`config.mk`:
```
export PLATFORM = sky130hd
export DESIGN_NAME = serial_adder
export DESIGN_NICKNAME = d
export VERILOG_FILES = /design/src/rtl/serial_adder.sv
export SDC_FILE = /design/constraint.sdc
export NUM_CORES = 1
export LEC_CHECK = 0
export CORE_AREA = 2 2 60 62
export CTS_CLUSTER_SIZE = 16
export DETAILED_ROUTE_END_ITERATION = 16
export DIE_AREA = 0 0 62 64
export PLACE_DENSITY = 0.81
export SKIP_CTS_REPAIR_TIMING = 1
export SLEW_MARGIN = 20
export SYNTH_ARGS = -nofsm -noshare
export SYNTH_HDL_FRONTEND = slang
export SYNTH_SLANG_ARGS = --single-unit
```
`constraint.sdc`:
```
create_clock -name clk -period 4.6 [get_ports clk]
set_clock_uncertainty 0.05 [all_clocks]
set_input_delay 1.15 -clock clk [delete_from_list [all_inputs] [get_ports clk]]
set_output_delay 1.15 -clock clk [all_outputs]
set_load 0.01 [all_outputs]
```
`src/rtl/serial_adder.sv`:
```
// Bit-serial adder: one full-adder cell, LSB first; done WIDTH+1 edges after the accepted start; start is ignored while busy.
// Define SERIAL_ADDER_SUB_EN to add a sub input that selects a - b - cin (computed as a + ~b + ~cin).
module serial_adder #(
    parameter int WIDTH = 8
) (
    input  logic             clk,
    input  logic             rst_n,
    input  logic             start,
    input  logic [WIDTH-1:0] a,
    input  logic [WIDTH-1:0] b,
    input  logic             cin,
`ifdef SERIAL_ADDER_SUB_EN
    input  logic             sub,
`endif
    output logic             busy,
    output logic             done,
    output logic [WIDTH-1:0] s,
    output logic             cout,
    output logic             ovf
);

    localparam int CW = $clog2(WIDTH);
    localparam logic [CW-1:0] LAST_BIT = CW'(WIDTH - 1);

    typedef enum logic [1:0] {
        S_IDLE = 2'd0,
        S_RUN  = 2'd1,
        S_DONE = 2'd2
    } state_t;

    state_t           r_state;
    state_t           w_next;
    logic             w_load;
    logic             w_last;

    logic [WIDTH-1:0] r_a;
    logic [WIDTH-1:0] r_b;
    logic [WIDTH-1:0] r_acc;
    logic [WIDTH-1:0] r_s;
    logic [CW-1:0]    r_cnt;
    logic             r_carry;
    logic             r_cout;
    logic             r_ovf;

    logic [WIDTH-1:0] w_b_in;
    logic             w_cin_in;
    logic             w_sum;
    logic             w_carry;

`ifdef SERIAL_ADDER_SUB_EN
    assign w_b_in   = sub ? ~b : b;
    assign w_cin_in = sub ? ~cin : cin;
`else
    assign w_b_in   = b;
    assign w_cin_in = cin;
`endif

    assign w_sum   = r_a[0] ^ r_b[0] ^ r_carry;
    assign w_carry = (r_a[0] & r_b[0]) | (r_carry & (r_a[0] ^ r_b[0]));
    assign w_last  = (r_cnt == LAST_BIT);

    always_ff @(posedge clk or negedge rst_n) begin
        if (!rst_n) begin
            r_state <= S_IDLE;
        end else begin
            r_state <= w_next;
        end
    end

    always_comb begin
        w_next = r_state;
        w_load = 1'b0;
        case (r_state)
            S_IDLE: begin
                if (start) begin
                    w_next = S_RUN;
                    w_load = 1'b1;
                end
            end
            S_RUN: begin
                if (w_last) begin
                    w_next = S_DONE;
                end
            end
            S_DONE: begin
                if (start) begin
                    w_next = S_RUN;
                    w_load = 1'b1;
                end else begin
                    w_next = S_IDLE;
                end
            end
            default: begin
                w_next = S_IDLE;
            end
        endcase
    end

    // r_acc collects sum bits privately; s only changes on the edge that finishes the last bit.
    always_ff @(posedge clk or negedge rst_n) begin
        if (!rst_n) begin
            r_a     <= '0;
            r_b     <= '0;
            r_acc   <= '0;
            r_s     <= '0;
            r_cnt   <= '0;
            r_carry <= 1'b0;
            r_cout  <= 1'b0;
            r_ovf   <= 1'b0;
        end else if (w_load) begin
            r_a     <= a;
            r_b     <= w_b_in;
            r_carry <= w_cin_in;
            r_cnt   <= '0;
        end else if (r_state == S_RUN) begin
            r_a     <= r_a >> 1;
            r_b     <= r_b >> 1;
            r_acc   <= {w_sum, r_acc[WIDTH-1:1]};
            r_carry <= w_carry;
            r_cnt   <= r_cnt + 1'b1;
            if (w_last) begin
                r_s    <= {w_sum, r_acc[WIDTH-1:1]};
                r_cout <= w_carry;
                r_ovf  <= r_carry ^ w_carry;
            end
        end
    end

    assign busy = (r_state == S_RUN);
    assign done = (r_state == S_DONE);
    assign s    = r_s;
    assign cout = r_cout;
    assign ovf  = r_ovf;

endmodule

```
==> metrics.txt, run 1 <==
worst-path maximum fanout=22; final wirelength=3161 µm; worst IR drop on VDD=0.0003336 V; Power Density=678.4 nW/µm²; R2R Path End=r_a[7]; Synth Warn #=0; first-pass GRT wire length=5333 µm; main flop type after synthesis=dfrtp_1; die width=62 µm; Core Box Area=3284 µm²; root buffer cell=clkbuf_4; final setup violation count=0; CP delay by family, top=buffers and inverters; DRC=0; Via Count=1240; setup TNS=0 ns; Routed Antenna Nets=0; Cells after Synth=155; WP data required=3.40 ns; Tmin final=3.511 ns; WHS Path Cells=2; mean post-synth cell area=11.35 µm²; vias in the first global route=1226; total gr overflow=0; Site Rows=21; Yosys cell types=26; Arr. time, crit path=2.31 ns; initial antenna violation count=0; FF-to-FF path depth=3; hold violation total from the final report=0; # port buffers=31; most common cell after layout, fill and taps aside=dfrtp_1; Area growth, synth to finish=20.63%; CTS tree=built; H-tree levels=2; Max Cap Violations=0; clk sink count=39; HP Class=flop to flop; R2R Path Start=r_state[0]; clk buf depth=2; Slew Limit Fails=0; Crit. End Element=primary output; synthesized area=1759 µm²; Via-to-Cell Ratio=5.415; status=finished clean; Worst Setup Start Kind=flop; Hold Crit Start=r_acc[1]; worst-margin pin slew=0.8455 ns; Yosys reg bits=39; Async S/R FF share, synth=100.0%; routability cong.=0.8279; sequential area share after synthesis=55.48%; part of the cycle the worst path needs=76.32%; largest net degree at the start of global routing=40; worst skew pair latency=0.35 ns; Antenna Cells=0; most frequent cells in the layout=dfrtp_1 (39), clkdlybuf4s50_1 (30), nand2_1 (23), nor2_1 (12); Tot GR Track Use=18.06%; Worst Path Buf+Inv=2; Post-synth EDFFs=0; Syn Nets=178; Pleak=0.9555 nW; CP max stage cell=dfrtp_1; layout cells sized above 1=12.57%; HPWL Detailed=2226 µm; r2r setup slk=2.76 ns; Initial DRT Pass Iterations=4; critical path class=flop to primary output; hold endpoint=r_acc[1]; Die Y=64 µm; CP cell instances=nand2b_4 > inv_2 > clkdlybuf4s50_1; CTS buffer count=5; Worst slew margin=43.63%; filler cell count=262; die area=3968 µm²; Clock Pin Slew Worst Setup and Hold Paths=0.13 ns; RSZ-0062 raised after global routing=no; CP peak stage delay=0.77 ns; drt initial violations=68; fmax=284.9 MHz; per-cell routed wire length=13.80 µm; fin nets=205; num ports=32; initial cell density of the core=53.56%; hold_ws=0.4481 ns
==> per-layer routing <==
| layer | wire length (µm) | global-route usage [%] | vias up | share of wire, % |
|---|---|---|---|---|
| li1 | - | - | 590 | - |
| met2 | 1524 | 27.34 | 36 | 48 |
| met4 | 55 | 7.447 | 0 | 1.7 |
| met3 | 174 | 4.656 | 8 | 5.5 |
| met1 | 1406 | 24.26 | 606 | 44 |
| met5 | 0 | 0 | - | 0 |
==> cell usage after synthesis, drive strengths merged (2+ instances only) <==
cell    count  area, µm²
a211oi      4      30.03
a21oi       4      20.02
a22o        3      26.28
buf        11      81.32
dfrtp      39      975.9
ha          2      25.02
inv         2      7.500
mux2       11      150.1
mux2i       5      50.05
nand2      23      86.33
nand2b      2      20.02
nand3       3      15.01
nor2       12      45.04
nor2b       6      37.54
nor3       10      50.05
o21ai       4      20.02
o22ai      10      62.56
==> report_power, final <==
group,switching (mW),internal [mW]
Sequential,0.132,0.503
Combinational,0.259,0.314
Clock,0.117,0.114
Total,0.508,0.932
==> state kept, by name (all words and copies together), names as in the netlist <==
register / count
cout: 1
ovf: 1
r_a: 8
r_acc: 7
r_b: 8
r_carry: 1
r_cnt: 3
r_state: 2
s: 8
==> worst max-delay path by stage <==
| stage | start | to | slack (ns) | cells after the start |
|---|---|---|---|---|
| 6_report | r_state[0] | busy | 1.09 | 3 |
| 5_1_grt | r_state[0] | busy | 0.90 | 3 |
| 4_1_cts | r_state[0] | busy | 1.08 | 3 |
| 3_5_place_dp | r_state[0] | busy | 1.49 | 3 |
| 3_3_place_gp | r_state[0] | busy | 1.57 | 3 |
| 2_1_floorplan | r_state[1] | busy | 2.53 | 4 |
==> through the flow <==
stage	setup WS [ns]	instance area, µm²	util (%)	std cells	power, mW
2_1_floorplan	2.532	1759	-	155	1.045
3_3_place_gp	1.565	2041	62.13	221	1.184
3_5_place_dp	1.490	2041	62.13	221	1.223
4_1_cts	1.083	2122	64.61	229	1.452
5_1_grt	0.8985	2122	64.61	229	1.556
6_report	1.089	2122	64.61	229	1.440
==> worst min-delay path, stage by stage (launching register included) <==
cell and delay (ns):
dfrtp_1 0.37, nand2_1 0.05, nand2_1 0.06
==> cell type report <==
| cell class | instances | area [µm²] | share of cell area, % |
|---|---|---|---|
| inverters | 2 | 7.507 | 0.3538 |
| clock buffers | 5 | 37.54 | 1.769 |
| multi-input cells | 103 | 694.4 | 32.72 |
| clock inverters | 3 | 43.79 | 2.064 |
| flip-flops and latches | 39 | 975.9 | 45.99 |
| repair buffers | 31 | 305.3 | 14.39 |
| well taps | 46 | 57.56 | 2.712 |
==> logic make-up (layout without fill, tap and decap cells) <==
logic type,after synthesis,in the layout,synth area share (%)
adder cells (fa/ha/maj),3,3,2.560
buffers and inverters,13,41,5.049
AO/OA/AOI/OAI,26,26,9.460
XOR/XNOR,1,1,0.4980
flip-flops,39,39,55.48
multiplexers,16,16,11.38
AND/OR/NAND/NOR,57,57,15.58
No activity file was read; power rests on OpenSTA's default activity.
==> inputs of run 2 (changes only) <==
- CORE_AREA: 2 2 60 62 -> 2 2 62 64
- DIE_AREA: 0 0 62 64 -> 0 0 64 66
- PLACE_DENSITY: 0.81 -> 0.76
- clock period: 4.6 -> 3.3 ns (I/O delays scaled with it)
==> run 2 against run 1 <==
  * First-iteration DRC count increased by 51%
  * Sequential power increased by 36%
  * Critical endpoint unchanged
  * Register-to-register slack got worse by 1.1 ns
==> metrics.txt, run 2 (synthesized netlist as in run 1, its figures left out) <==
fmax=333.7 MHz; Worst Setup Start Kind=flop; Crit. End Element=primary output; die width=64 µm (+3.2%); final wirelength=3150 µm (-0.35%); RSZ-0062 raised after global routing=no; hold violation total from the final report=0 (unchanged); die area=4224 µm² (+6.5%); layout cells sized above 1=13.51% (+0.95 points); fin nets=207 (+0.98%); total chip power=2.016 mW (+40%); CTS tree=built; Clock Pin Slew Worst Setup and Hold Paths=0.13 ns (about the same); Power Density=942.5 nW/µm² (+39%); part of the cycle the worst path needs=90.81%; CP peak stage delay=0.61 ns (-0.16 ns); Area growth, synth to finish=21.62%; initial cell density of the core=49.54% (-4.0 points); Die Y=66 µm (+3.1%); root buffer cell=clkbuf_4; Core Box Area=3551 µm² (+8.1%); Site Rows=22 (+4.8%); H-tree levels=2 (unchanged); largest net degree at the start of global routing=40 (unchanged); Tot GR Track Use=17.08% (-0.99 points); setup TNS=0 ns (unchanged); CP max stage cell=clkdlybuf4s50_1; Pleak=0.9653 nW (+1.0%); most common cell after layout, fill and taps aside=dfrtp_1; WP data required=2.42 ns (-0.98 ns); Max Cap Violations=0 (unchanged); per-cell routed wire length=13.52 µm (-2.1%); # port buffers=31 (unchanged); Worst slew margin=44.14% (+0.51 points); status=finished clean; clk sink count=39 (unchanged); HP Class=flop to flop; worst skew pair latency=0.36 ns (about the same); Via-to-Cell Ratio=5.412 (about the same); Worst Path Buf+Inv=2 (unchanged); clk buf depth=2 (unchanged); worst-path maximum fanout=22 (unchanged); Initial DRT Pass Iterations=4 (unchanged); critical path class=flop to primary output; num ports=32 (unchanged); total gr overflow=0 (unchanged); worst IR drop on VDD=0.0004225 V (+27%); final setup violation count=0 (unchanged); vias in the first global route=1240 (+1.1%); drt initial violations=103 (+51%); CTS buffer count=5 (unchanged); initial antenna violation count=0 (unchanged); Via Count=1261 (+1.7%); DRC=0 (unchanged); HPWL Detailed=2194 µm (-1.4%); CP cell instances=nand2b_4 > inv_2 > clkdlybuf4s50_1; CP delay by family, top=buffers and inverters; filler cell count=305 (+16%); Routed Antenna Nets=0 (unchanged); first-pass GRT wire length=5520 µm (+3.5%); Arr. time, crit path=2.12 ns (-0.19 ns); routability cong.=0.7764 (-6.2%); Tmin final=2.997 ns; worst-margin pin slew=0.8379 ns (-0.007634 ns); most frequent cells in the layout=dfrtp_1 (39), clkdlybuf4s50_1 (30), nand2_1 (23), nor2_1 (12); Slew Limit Fails=0 (unchanged); Antenna Cells=0 (unchanged)
==> run 2: cell types whose count changed in the layout (fill, tap and decap cells not counted), sizes merged <==
cell and delta:
buf +2
==> run 2: per-stage QoR <==
stage,hold WS (ns),instances,utilization [%],instance area [µm²],worst slack [ns]
floorplan,0.3918,155,-,1759,1.557
global placement,0.4110,225,57.96,2058,0.7445
detailed placement,0.4192,225,57.96,2058,0.6909
CTS,0.4494,233,60.25,2140,0.2848
global route,0.4894,233,60.25,2140,0.1592
finish,0.4402,233,60.25,2140,0.3032
==> run 2: metal layers <==
metal | track usage [%] | wire, µm | vias up
li1 | - | - | 598
met2 | 29.43 | 1514 | 57
met5 | 0 | 0 | -
met4 | 8.967 | 31 | 0
met1 | 20.04 | 1384 | 601
met3 | 3.578 | 220 | 5
==> run 2: worst register-to-register path, delay by kind of cell (launching register included) <==
kind | cells | cell delay, ns
simple gates | 3 | 0.67
buf+inv | 1 | 0.20
flops | 1 | 0.60
==> run 2: final timing paths <==
check | from | endpoint | slack [ns] | cells past startpoint
setup / recovery | r_state[1] | busy | 0.30 | 3
hold / removal | r_acc[1] | r_acc[1] | 0.44 | 2
setup reg to reg | r_state[1] | r_a[4] | 1.69 | 4
hold reg to reg | r_acc[1] | r_acc[1] | 0.44 | 2
max in group asynchronous | rst_n | r_state[1] | 2.17 | 1
min in group asynchronous | rst_n | s[2] | 0.50 | 1
==> run 2: final cells by class <==
type                    instances  area (µm²)  area share (%)
well taps                      48       60.06           2.807
inverters                       2       7.507          0.3509
repair buffers                 33       320.3           14.97
clock inverters                 3       43.79           2.047
flip-flops and latches         39       975.9           45.61
clock buffers                   5       37.54           1.754
multi-input cells             103       694.4           32.46
==> run 2: where the power goes <==
group          total [mW]  switching (mW)  internal (mW)
clock               0.326           0.167          0.159
combinational       0.829           0.382          0.447
sequential          0.861           0.160          0.702
